--- src/rtl/sa_result_drain_if.sv ---
// sa_result_drain_if
//   Result stream from the drain stage to the writeback logic.
//   Handshake: a beat transfers on every rising edge where m_valid and
//   m_ready are both 1. Once m_valid is raised it stays high, and m_data,
//   m_row and m_last stay unchanged, until that transfer happens. m_ready may
//   change freely.
//   Signals:
//     m_valid  beat valid (master -> slave)
//     m_ready  beat accepted (slave -> master)
//     m_data   DW-bit result word
//     m_row    source row of m_data
//     m_last   final beat of the frame
interface sa_result_drain_if #(
    parameter int ROWS = 8,
    parameter int DW   = 32
);
    localparam int RW = $clog2(ROWS);

    logic          m_valid;
    logic          m_ready;
    logic [DW-1:0] m_data;
    logic [RW-1:0] m_row;
    logic          m_last;

    modport master (output m_valid, output m_data, output m_row, output m_last, input m_ready);
    modport slave  (input m_valid, input m_data, input m_row, input m_last, output m_ready);
endinterface

--- src/rtl/sa_result_drain.sv ---
// sa_result_drain
//   Captures the per-row results presented by the systolic core, acknowledges
//   them with a one-cycle outread pulse, then streams the captured rows in
//   ascending row order on a valid/ready interface. Counts drained frames.
//   Ports:
//     clk, rst     clock, asynchronous active-high reset
//     routport     per-row result words from the core
//     rvalidport   per-row valids from the core (held until outread)
//     outread      one-cycle acknowledge to the core
//     m            result stream (master side)
//     frame_cnt    completed frames, wraps
//     busy         high whenever not IDLE
//     dbg_state    current FSM state for debug/observation
module sa_result_drain #(
    parameter int ROWS  = 8,
    parameter int DW    = 32,
    parameter int CNT_W = 16,
    localparam int RW   = $clog2(ROWS)
) (
    input  logic                      clk,
    input  logic                      rst,
    input  logic [ROWS-1:0][DW-1:0]   routport,
    input  logic [ROWS-1:0]           rvalidport,
    output logic                      outread,
    sa_result_drain_if.master         m,
    output logic [CNT_W-1:0]          frame_cnt,
    output logic                      busy,
    output logic [1:0]                dbg_state
);

    typedef enum logic [1:0] {
        S_IDLE = 2'd0,
        S_ACK  = 2'd1,
        S_SEND = 2'd2
    } state_t;

    state_t            state_q, state_d;
    logic [ROWS-1:0]   mask_q, mask_d;
    logic [DW-1:0]     bank_q [ROWS];
    logic [DW-1:0]     bank_d [ROWS];
    logic [RW-1:0]     row_q, row_d;
    logic [DW-1:0]     data_q, data_d;
    logic              valid_q, valid_d;
    logic              last_q, last_d;
    logic [CNT_W-1:0]  cnt_q, cnt_d;
    logic [RW-1:0]     hi_row;
    logic [RW-1:0]     pick_row;

    // Lowest set bit of msk at index >= start (0 if none).
    function automatic logic [RW-1:0] lowest_from(input logic [ROWS-1:0] msk, input int start);
        logic [RW-1:0] r;
        r = '0;
        for (int i = ROWS - 1; i >= 0; i--) begin
            if (msk[i] && (i >= start)) r = RW'(i);
        end
        return r;
    endfunction

    // Highest set bit of msk (0 if none).
    function automatic logic [RW-1:0] highest(input logic [ROWS-1:0] msk);
        logic [RW-1:0] r;
        r = '0;
        for (int i = 0; i < ROWS; i++) begin
            if (msk[i]) r = RW'(i);
        end
        return r;
    endfunction

    assign hi_row = highest(mask_q);

    always_comb begin
        state_d  = state_q;
        mask_d   = mask_q;
        bank_d   = bank_q;
        row_d    = row_q;
        data_d   = data_q;
        valid_d  = valid_q;
        last_d   = last_q;
        cnt_d    = cnt_q;
        pick_row = '0;

        case (state_q)
            S_IDLE: begin
                if (|rvalidport) begin
                    // Only rows that are valid are written; the rest keep stale
                    // contents that the mask keeps us from ever sending.
                    for (int i = 0; i < ROWS; i++) begin
                        if (rvalidport[i]) bank_d[i] = routport[i];
                    end
                    mask_d  = rvalidport;
                    state_d = S_ACK;
                end
            end
            S_ACK: begin
                pick_row = lowest_from(mask_q, 0);
                row_d    = pick_row;
                data_d   = bank_q[pick_row];
                last_d   = (pick_row == hi_row);
                valid_d  = 1'b1;
                state_d  = S_SEND;
            end
            S_SEND: begin
                if (valid_q && m.m_ready) begin
                    if (last_q) begin
                        valid_d = 1'b0;
                        last_d  = 1'b0;
                        mask_d  = '0;
                        cnt_d   = cnt_q + CNT_W'(1);
                        state_d = S_IDLE;
                    end else begin
                        // Next beat is the next set row above the current one,
                        // preloaded so the stream runs one beat per cycle.
                        pick_row = lowest_from(mask_q, int'(row_q) + 1);
                        row_d    = pick_row;
                        data_d   = bank_q[pick_row];
                        last_d   = (pick_row == hi_row);
                    end
                end
            end
            default: state_d = S_IDLE;
        endcase
    end

    always_ff @(posedge clk or posedge rst) begin
        if (rst) begin
            state_q <= S_IDLE;
            mask_q  <= '0;
            row_q   <= '0;
            data_q  <= '0;
            valid_q <= 1'b0;
            last_q  <= 1'b0;
            cnt_q   <= '0;
            for (int i = 0; i < ROWS; i++) bank_q[i] <= '0;
        end else begin
            state_q <= state_d;
            mask_q  <= mask_d;
            row_q   <= row_d;
            data_q  <= data_d;
            valid_q <= valid_d;
            last_q  <= last_d;
            cnt_q   <= cnt_d;
            for (int i = 0; i < ROWS; i++) bank_q[i] <= bank_d[i];
        end
    end

    // Pure decodes of flops: no input reaches an output combinationally.
    assign outread   = (state_q == S_ACK);
    assign busy      = (state_q != S_IDLE);
    assign dbg_state = state_q;
    assign frame_cnt = cnt_q;
    assign m.m_valid = valid_q;
    assign m.m_data  = data_q;
    assign m.m_row   = row_q;
    assign m.m_last  = last_q;

endmodule

--- src/flat_wrapper.sv ---
// flat-port wrapper written by rule: the top's interface ports become plain ports
module sa_result_drain_flat 
#(
    parameter int ROWS  = 8,
    parameter int DW    = 32,
    parameter int CNT_W = 16,
    localparam int RW   = $clog2(ROWS)
)
  (clk, rst, routport, rvalidport, outread, frame_cnt, busy, dbg_state, m_m_valid, m_m_data, m_m_row, m_m_last, m_m_ready);
  sa_result_drain_if #(.ROWS(ROWS), .DW(DW)) m_i ();
  input  logic clk;
  input  logic rst;
  input  logic [ROWS-1:0][DW-1:0] routport;
  input  logic [ROWS-1:0] rvalidport;
  output logic outread;
  output logic [CNT_W-1:0] frame_cnt;
  output logic busy;
  output logic [1:0] dbg_state;
  output wire logic [$bits(m_i.m_valid)-1:0] m_m_valid;
  output wire logic [$bits(m_i.m_data)-1:0] m_m_data;
  output wire logic [$bits(m_i.m_row)-1:0] m_m_row;
  output wire logic [$bits(m_i.m_last)-1:0] m_m_last;
  input wire logic [$bits(m_i.m_ready)-1:0] m_m_ready;
  assign m_m_valid = m_i.m_valid;
  assign m_m_data = m_i.m_data;
  assign m_m_row = m_i.m_row;
  assign m_m_last = m_i.m_last;
  assign m_i.m_ready = m_m_ready;
  sa_result_drain #(.ROWS(ROWS), .DW(DW), .CNT_W(CNT_W)) u_core (.clk(clk), .rst(rst), .routport(routport), .rvalidport(rvalidport), .outread(outread), .m(m_i), .frame_cnt(frame_cnt), .busy(busy), .dbg_state(dbg_state));
endmodule
--- config.mk ---
export PLATFORM = sky130hd
export DESIGN_NAME = sa_result_drain_flat
export DESIGN_NICKNAME = d
export VERILOG_FILES = /design/src/rtl/sa_result_drain_if.sv /design/src/rtl/sa_result_drain.sv /design/src/flat_wrapper.sv
export SDC_FILE = /design/constraint.sdc
export NUM_CORES = 1
export LEC_CHECK = 0
export CAP_MARGIN = 0
export CORE_UTILIZATION = 50
export DETAILED_ROUTE_END_ITERATION = 6
export PLACE_DENSITY = 0.79
export SLEW_MARGIN = 20
export SYNTH_ARGS = -nofsm -noshare
export SYNTH_HDL_FRONTEND = slang
export SYNTH_SLANG_ARGS = --single-unit
--- constraint.sdc ---
create_clock -name clk -period 11.05 [get_ports clk]
set_input_delay 1.105 -clock clk [delete_from_list [all_inputs] [get_ports clk]]
set_output_delay 1.105 -clock clk [all_outputs]
set_load 0.05 [all_outputs]
==> results_dict.tcl, run 1 <==
set metrics [dict create \
    slew_headroom_pct 21.4 \
    multi_input_area_mm2 0.00801 \
    cts_buffer_depth 3 \
    top_layer_used "met5" \
    syn2layout_area_growth_pct 28.5 \
    cts_resized 0 \
    outcome "complete, no violations" \
    cp-end-kind "register" \
    ys.flop_type "dfrtp_1" \
    dpl_cell_area_mm2 0.0199 \
    grt_first_pass_wirelength_mm 78.3 \
    ys_seq_area_share_pct 48.7 \
    r2r_start "u_core.m.m_row[0]" \
    yosys_register_bits 319 \
    power.total_mw 7.45 \
    first_global_vias 13434 \
    post-route-period-util_pct 35.9 \
    post-place-cells 2082 \
    clk_pin_slew_ps 60 \
    finalHoldViolations 0 \
    min_period_ps 3970 \
    r2r-end "u_core.m.m_data[7]" \
    die_x_um 183 \
    crit_start "u_core.m.m_row[0]" \
    gp_congestion 0.903 \
    die_h_um 183 \
    grt_max_degree 180 \
    cts_made_buffers 35 \
    final_util_pct 66.0 \
    met2_length_mm 24.1 \
    die_area_mm2 0.0335 \
    via_per_inst 6.16 \
    rsz0062_at_grt "no" \
    reg2regPathDepth 10 \
    initial_core_util_pct 51.4 \
    worstPathArrival_ps 4370 \
    crit_chain "ha_1, a21boi_0, a21oi_1, o221ai_1, o221ai_4, buf_4, buf_4, mux2i_1, o22ai_1, o32a_1" \
    cpMaxStageDelayCell "buf_4" \
    maxSlewViolCount 0 \
    fmax_mhz 252 \
    seqCellArea_mm2 0.00798 \
    setup_slack_ps 7080 \
    cts.sinks 319 \
    vias 13218 \
    post_cts_buffers 0 \
    syn_area_mm2 0.0164 \
    crit_end "u_core.m.m_data[7]" \
    port-buffer-count 323 \
    antenna_found_initial 6 \
    final_common_cell "clkdlybuf4s50_1" \
    synth_area_per_cell_um2 11.6 \
    holdWs_ps 478 \
    crit_fanout 46 \
    synth.area.top_cells "dfrtp_1 49%, mux2_2 18%, mux2i_1 12%" \
    setup_tns_ps 0 \
    design.portCount 324 \
    drt-pass1-iter-count 7 \
    synth_top_cell_by_area "dfrtp_1" \
    hold_class "reg -> reg" \
    dp_hpwl_mm 32.0 \
    drive_gt1_share_pct 20.6 \
    ant_nets 0 \
    synth_top_cell_area_share_pct 48.7 \
    r2r_slack_ps 7080 \
    critPathMostFrequentCell "buf_4" \
    htree_levels 2 \
    p_leak_nw 9.07 \
    fin_cells 2145 \
    synth_nets 1692 \
    worst_pin_slew_ps 1170 \
    pre_cts_slack_ps 7180 \
    clk_latency_ps 520 \
    critPathRequiredTime_ps 11450 \
    vdd_drop_max_mv 0.215 \
    route.detailed.drc 0 \
    clock_skew_ps 21.0 \
    met1_length_mm 21.1 \
    fin_nets 1961 \
    postCtsHoldBufs 0 \
    cts_tree "built" \
    wl_per_cell_um 24.0 \
    core_mm2 0.0319 \
    final_cell_mix "323 x clkdlybuf4s50_1, 319 x dfrtp_1, 260 x mux2_2" \
    std_cell_rows 65 \
    setup_viol 0 \
    wirelength_mm 51.5 \
    power.density_mw_per_mm2 354 \
    cts-root-buf "clkbuf_16" \
    fin_area_mm2 0.0210 \
    async_reset_ff_share_pct 100 \
    max_stage_delay_ps 730 \
    n_fill_cell 2422 \
    synth_warnings 0 \
    wl_met3_mm 4.02 \
    grt_usage_pct 30.9 \
    grt-ovfl-total 0 \
    maxCapViolCount 0 \
    ys_types 47 \
    synth_edf_count 0 \
    crit_type "reg -> reg" \
    dr.first_iter.drc_count 1147 \
    postSynthCellCount 1415 \
    startpoint_type "register" \
]
report_power, final:
part           total [mW]  internal, mW  switching [mW]
Sequential           2.27          1.76           0.514
Clock                1.17         0.693           0.477
Combinational        4.00          1.82            2.18
Total                7.45          4.28            3.17
sequential cells by signal (all words and copies together), names as in the netlist:
| signal | cells |
|---|---|
| u_core.bank_q | 256 |
| u_core.dbg_state | 2 |
| u_core.frame_cnt | 16 |
| u_core.m.m_data | 32 |
| u_core.m.m_last | 1 |
| u_core.m.m_row | 3 |
| u_core.m.m_valid | 1 |
| u_core.mask_q | 8 |
critical path, delay by kind of cell (launching register included):
family | cells | cell delay [ps]
AO/OA/AOI/OAI | 6 | 1490
adder cells (fa/ha/maj) | 1 | 290
buffers and inverters | 2 | 1260
flip-flops | 1 | 460
multiplexers | 1 | 270
metal layers:
| layer | vias to the layer above | track usage (%) |
|---|---|---|
| li1 | 5734 | - |
| met1 | 6584 | 40.6 |
| met2 | 756 | 49.6 |
| met3 | 140 | 5.60 |
| met4 | 4 | 15.1 |
| met5 | - | 0 |
cell type report:
class                   instances  area share [%]
inverters                      11           0.232
diodes                          4          0.0476
clock buffers                  45            4.63
flip-flops and latches        319            37.9
clock inverters                14           0.761
repair buffers                333            15.8
well taps                     435            2.59
multi-input cells             984            38.0
kinds of logic (layout without fill, tap and decap cells):
logic type,count (synthesis),after routing,synth area share [%]
multiplexers,453,453,29.7
flip-flops,319,319,48.7
AND/OR/NAND/NOR,260,260,7.25
AO/OA/AOI/OAI,244,244,9.60
buffers and inverters,112,403,3.06
XOR/XNOR,17,17,0.909
adder cells (fa/ha/maj),10,10,0.764
other,0,4,0
Yosys cell counts, drive strengths merged (2+ instances only):
library cell,count
o21ai,21
o22ai,96
mux2i,193
nand2b,11
or2,3
nor2,15
or4,32
and3,2
dfrtp,319
inv,11
nor3,5
nand4,2
mux2,260
o21a,3
nand3,9
clkbuf,34
o221ai,2
xor2,4
buf,67
xnor2,13
nor4,2
ha,10
nor2b,2
o32a,32
o21bai,3
a21oi,74
or3,3
nand2,171
worst min-delay path by stage:
stage	slack (ps)	start	end	depth (start not counted)
6_report	480	u_core.frame_cnt[15]	u_core.frame_cnt[15]	1
5_1_grt	490	u_core.frame_cnt[15]	u_core.frame_cnt[15]	1
4_1_cts	480	u_core.frame_cnt[15]	u_core.frame_cnt[15]	1
3_5_place_dp	470	u_core.frame_cnt[15]	u_core.frame_cnt[15]	1
3_3_place_gp	460	u_core.frame_cnt[15]	u_core.frame_cnt[15]	1
2_1_floorplan	500	u_core.bank_q[29]	u_core.bank_q[29]	1
Note: power is estimated with default switching activity, not from simulation.
==> run 2, diff against run 1 <==
Settings changed: CORE_UTILIZATION 50 to 47, PLACE_DENSITY 0.79 to 0.78.
Clock period 11.05 ns to 3.25 ns, I/O delays scaled along.
==> results_dict.tcl, run 2 (same netlist as run 1, synthesis figures left out) <==
set metrics [dict create \
    gp_congestion 0.872 \
    dp_hpwl_mm 35.6 \
    min_period_ps 3000 \
    maxCapViolCount 0 \
    drive_gt1_share_pct 22.2 \
    n_fill_cell 2642 \
    vias 13525 \
    fmax_mhz 334 \
    clock_skew_ps 8.86 \
    port-buffer-count 323 \
    postCtsHoldBufs 0 \
    rsz0062_at_grt "no" \
    seqCellArea_mm2 0.00798 \
    crit_fanout 66 \
    die_x_um 189 \
    clk_latency_ps 510 \
    final_cell_mix "323 x clkdlybuf4s50_1, 319 x dfrtp_1, 260 x mux2_2" \
    dr.first_iter.drc_count 1181 \
    grt-ovfl-total 0 \
    setup_viol 0 \
    power.total_mw 25.9 \
    grt_max_degree 67 \
    holdWs_ps 372 \
    die_h_um 189 \
    antenna_found_initial 4 \
    std_cell_rows 67 \
    crit_type "reg -> reg" \
    ant_nets 0 \
    cpMaxStageDelayCell "dfrtp_1" \
    crit_start "u_core.m.m_row[0]" \
    fin_nets 1999 \
    r2r_slack_ps 250 \
    hold_class "in -> async" \
    die_area_mm2 0.0356 \
    p_leak_nw 9.29 \
    reg2regPathDepth 10 \
    cts.sinks 319 \
    outcome "complete, no violations" \
    startpoint_type "register" \
    largest_reg_flops 256 \
    r2r-end "u_core.m.m_data[17]" \
    clk_pin_slew_ps 60 \
    max_stage_delay_ps 470 \
    largest_register "u_core.bank_q" \
    cpLargestDelayFamily "compound AO/OA/AOI/OAI gates" \
    critPathRequiredTime_ps 3640 \
    cts_made_buffers 35 \
    slew_headroom_pct 35.9 \
    multi_input_area_mm2 0.00799 \
    power.density_mw_per_mm2 1200 \
    wl_per_cell_um 24.7 \
    finalHoldViolations 0 \
    cts_tree "built" \
    cts_buffer_depth 3 \
    worstPathArrival_ps 3390 \
    initial_core_util_pct 48.4 \
    core_mm2 0.0339 \
    syn2layout_area_growth_pct 31.5 \
    cts_resized 0 \
    final_common_cell "clkdlybuf4s50_1" \
    maxSlewViolCount 0 \
    wirelength_mm 54.1 \
    r2r_start "u_core.m.m_row[0]" \
    via_per_inst 6.17 \
    worst_pin_slew_ps 960 \
    vdd_drop_max_mv 1.71 \
    cp.depth 10 \
    crit_chain "inv_1, ha_1, nand2b_1, a21oi_1, nor2_1, o221ai_4, buf_12, mux2i_1, o22ai_1, o32a_1" \
    first_global_vias 13795 \
    cts-root-buf "clkbuf_16" \
    post-route-period-util_pct 92.3 \
    critPathBufInv 2 \
    route.detailed.drc 0 \
    crit_end "u_core.m.m_data[17]" \
    grt_usage_pct 30.3 \
    grt_first_pass_wirelength_mm 81.8 \
    design.portCount 324 \
    post_cts_buffers 0 \
    drt-pass1-iter-count 6 \
    setup_tns_ps 0 \
    cp-end-kind "register" \
    htree_levels 2 \
]
-- run 2: cell count changes in the layout (fill, tap and decap cells not counted), sizes merged --
cell and change:
diode -1, clkinv -4, clkinvlp +1, clkbuf +3, buf +38, bufinv -1
inv -2
-- run 2: per-layer routing --
layer | vias up | part of all wire [%] | global-route usage [%]
met3 | 169 | 9.0 | 5.74
met4 | 2 | 4.2 | 13.6
met1 | 6740 | 39 | 39.2
met5 | - | 0.018 | 0
met2 | 787 | 48 | 49.3
li1 | 5827 | - | -
-- run 2: worst reg2reg max path: cells and delay by family, from the launching register on --
kind,cells,cell delay (ps)
mux,1,410
buf+inv,2,520
fa+ha+maj,1,320
flops,1,470
compound gates,4,970
simple gates,2,210
-- run 2: stage by stage --
step	worst slack (ps)	instance area, um2	utilization, %	cells
2_1_floorplan	-1330	16400	-	1415
3_3_place_gp	314	20400	60.3	2133
3_5_place_dp	193	20400	60.3	2133
4_1_cts	172	21500	63.5	2189
5_1_grt	119	21500	63.6	2191
6_report	252	21500	63.6	2192
-- run 2: worst min-delay path by stage --
| stage | cells after the start | to | slack (ps) | start |
|---|---|---|---|---|
| final | 2 | u_core.bank_q[213] | 370 | rst |
| after floorplan | 2 | u_core.mask_q[1] | 470 | rvalidport[1] |
| after global routing | 2 | u_core.bank_q[21] | 420 | rst |
| after detailed placement | 1 | u_core.frame_cnt[15] | 470 | u_core.frame_cnt[15] |
| after global placement | 1 | u_core.frame_cnt[15] | 460 | u_core.frame_cnt[15] |
| after CTS | 2 | u_core.bank_q[213] | 390 | rst |
-- run 2: cell type report --
cell class / instances / share of cell area, %
diodes: 3 / 0.0349
multi-input cells: 984 / 37.1
well taps: 448 / 2.60
inverters: 11 / 0.209
repair buffers: 371 / 17.9
flip-flops and latches: 319 / 37.1
clock buffers: 48 / 4.68
clock inverters: 8 / 0.418
-- run 2: power breakdown --
group	internal [mW]	total [mW]	switching (mW)	leakage (nW)
combinational	6.62	14.3	7.64	4.96
clock	2.31	3.87	1.56	0.545
sequential	5.99	7.80	1.81	3.79
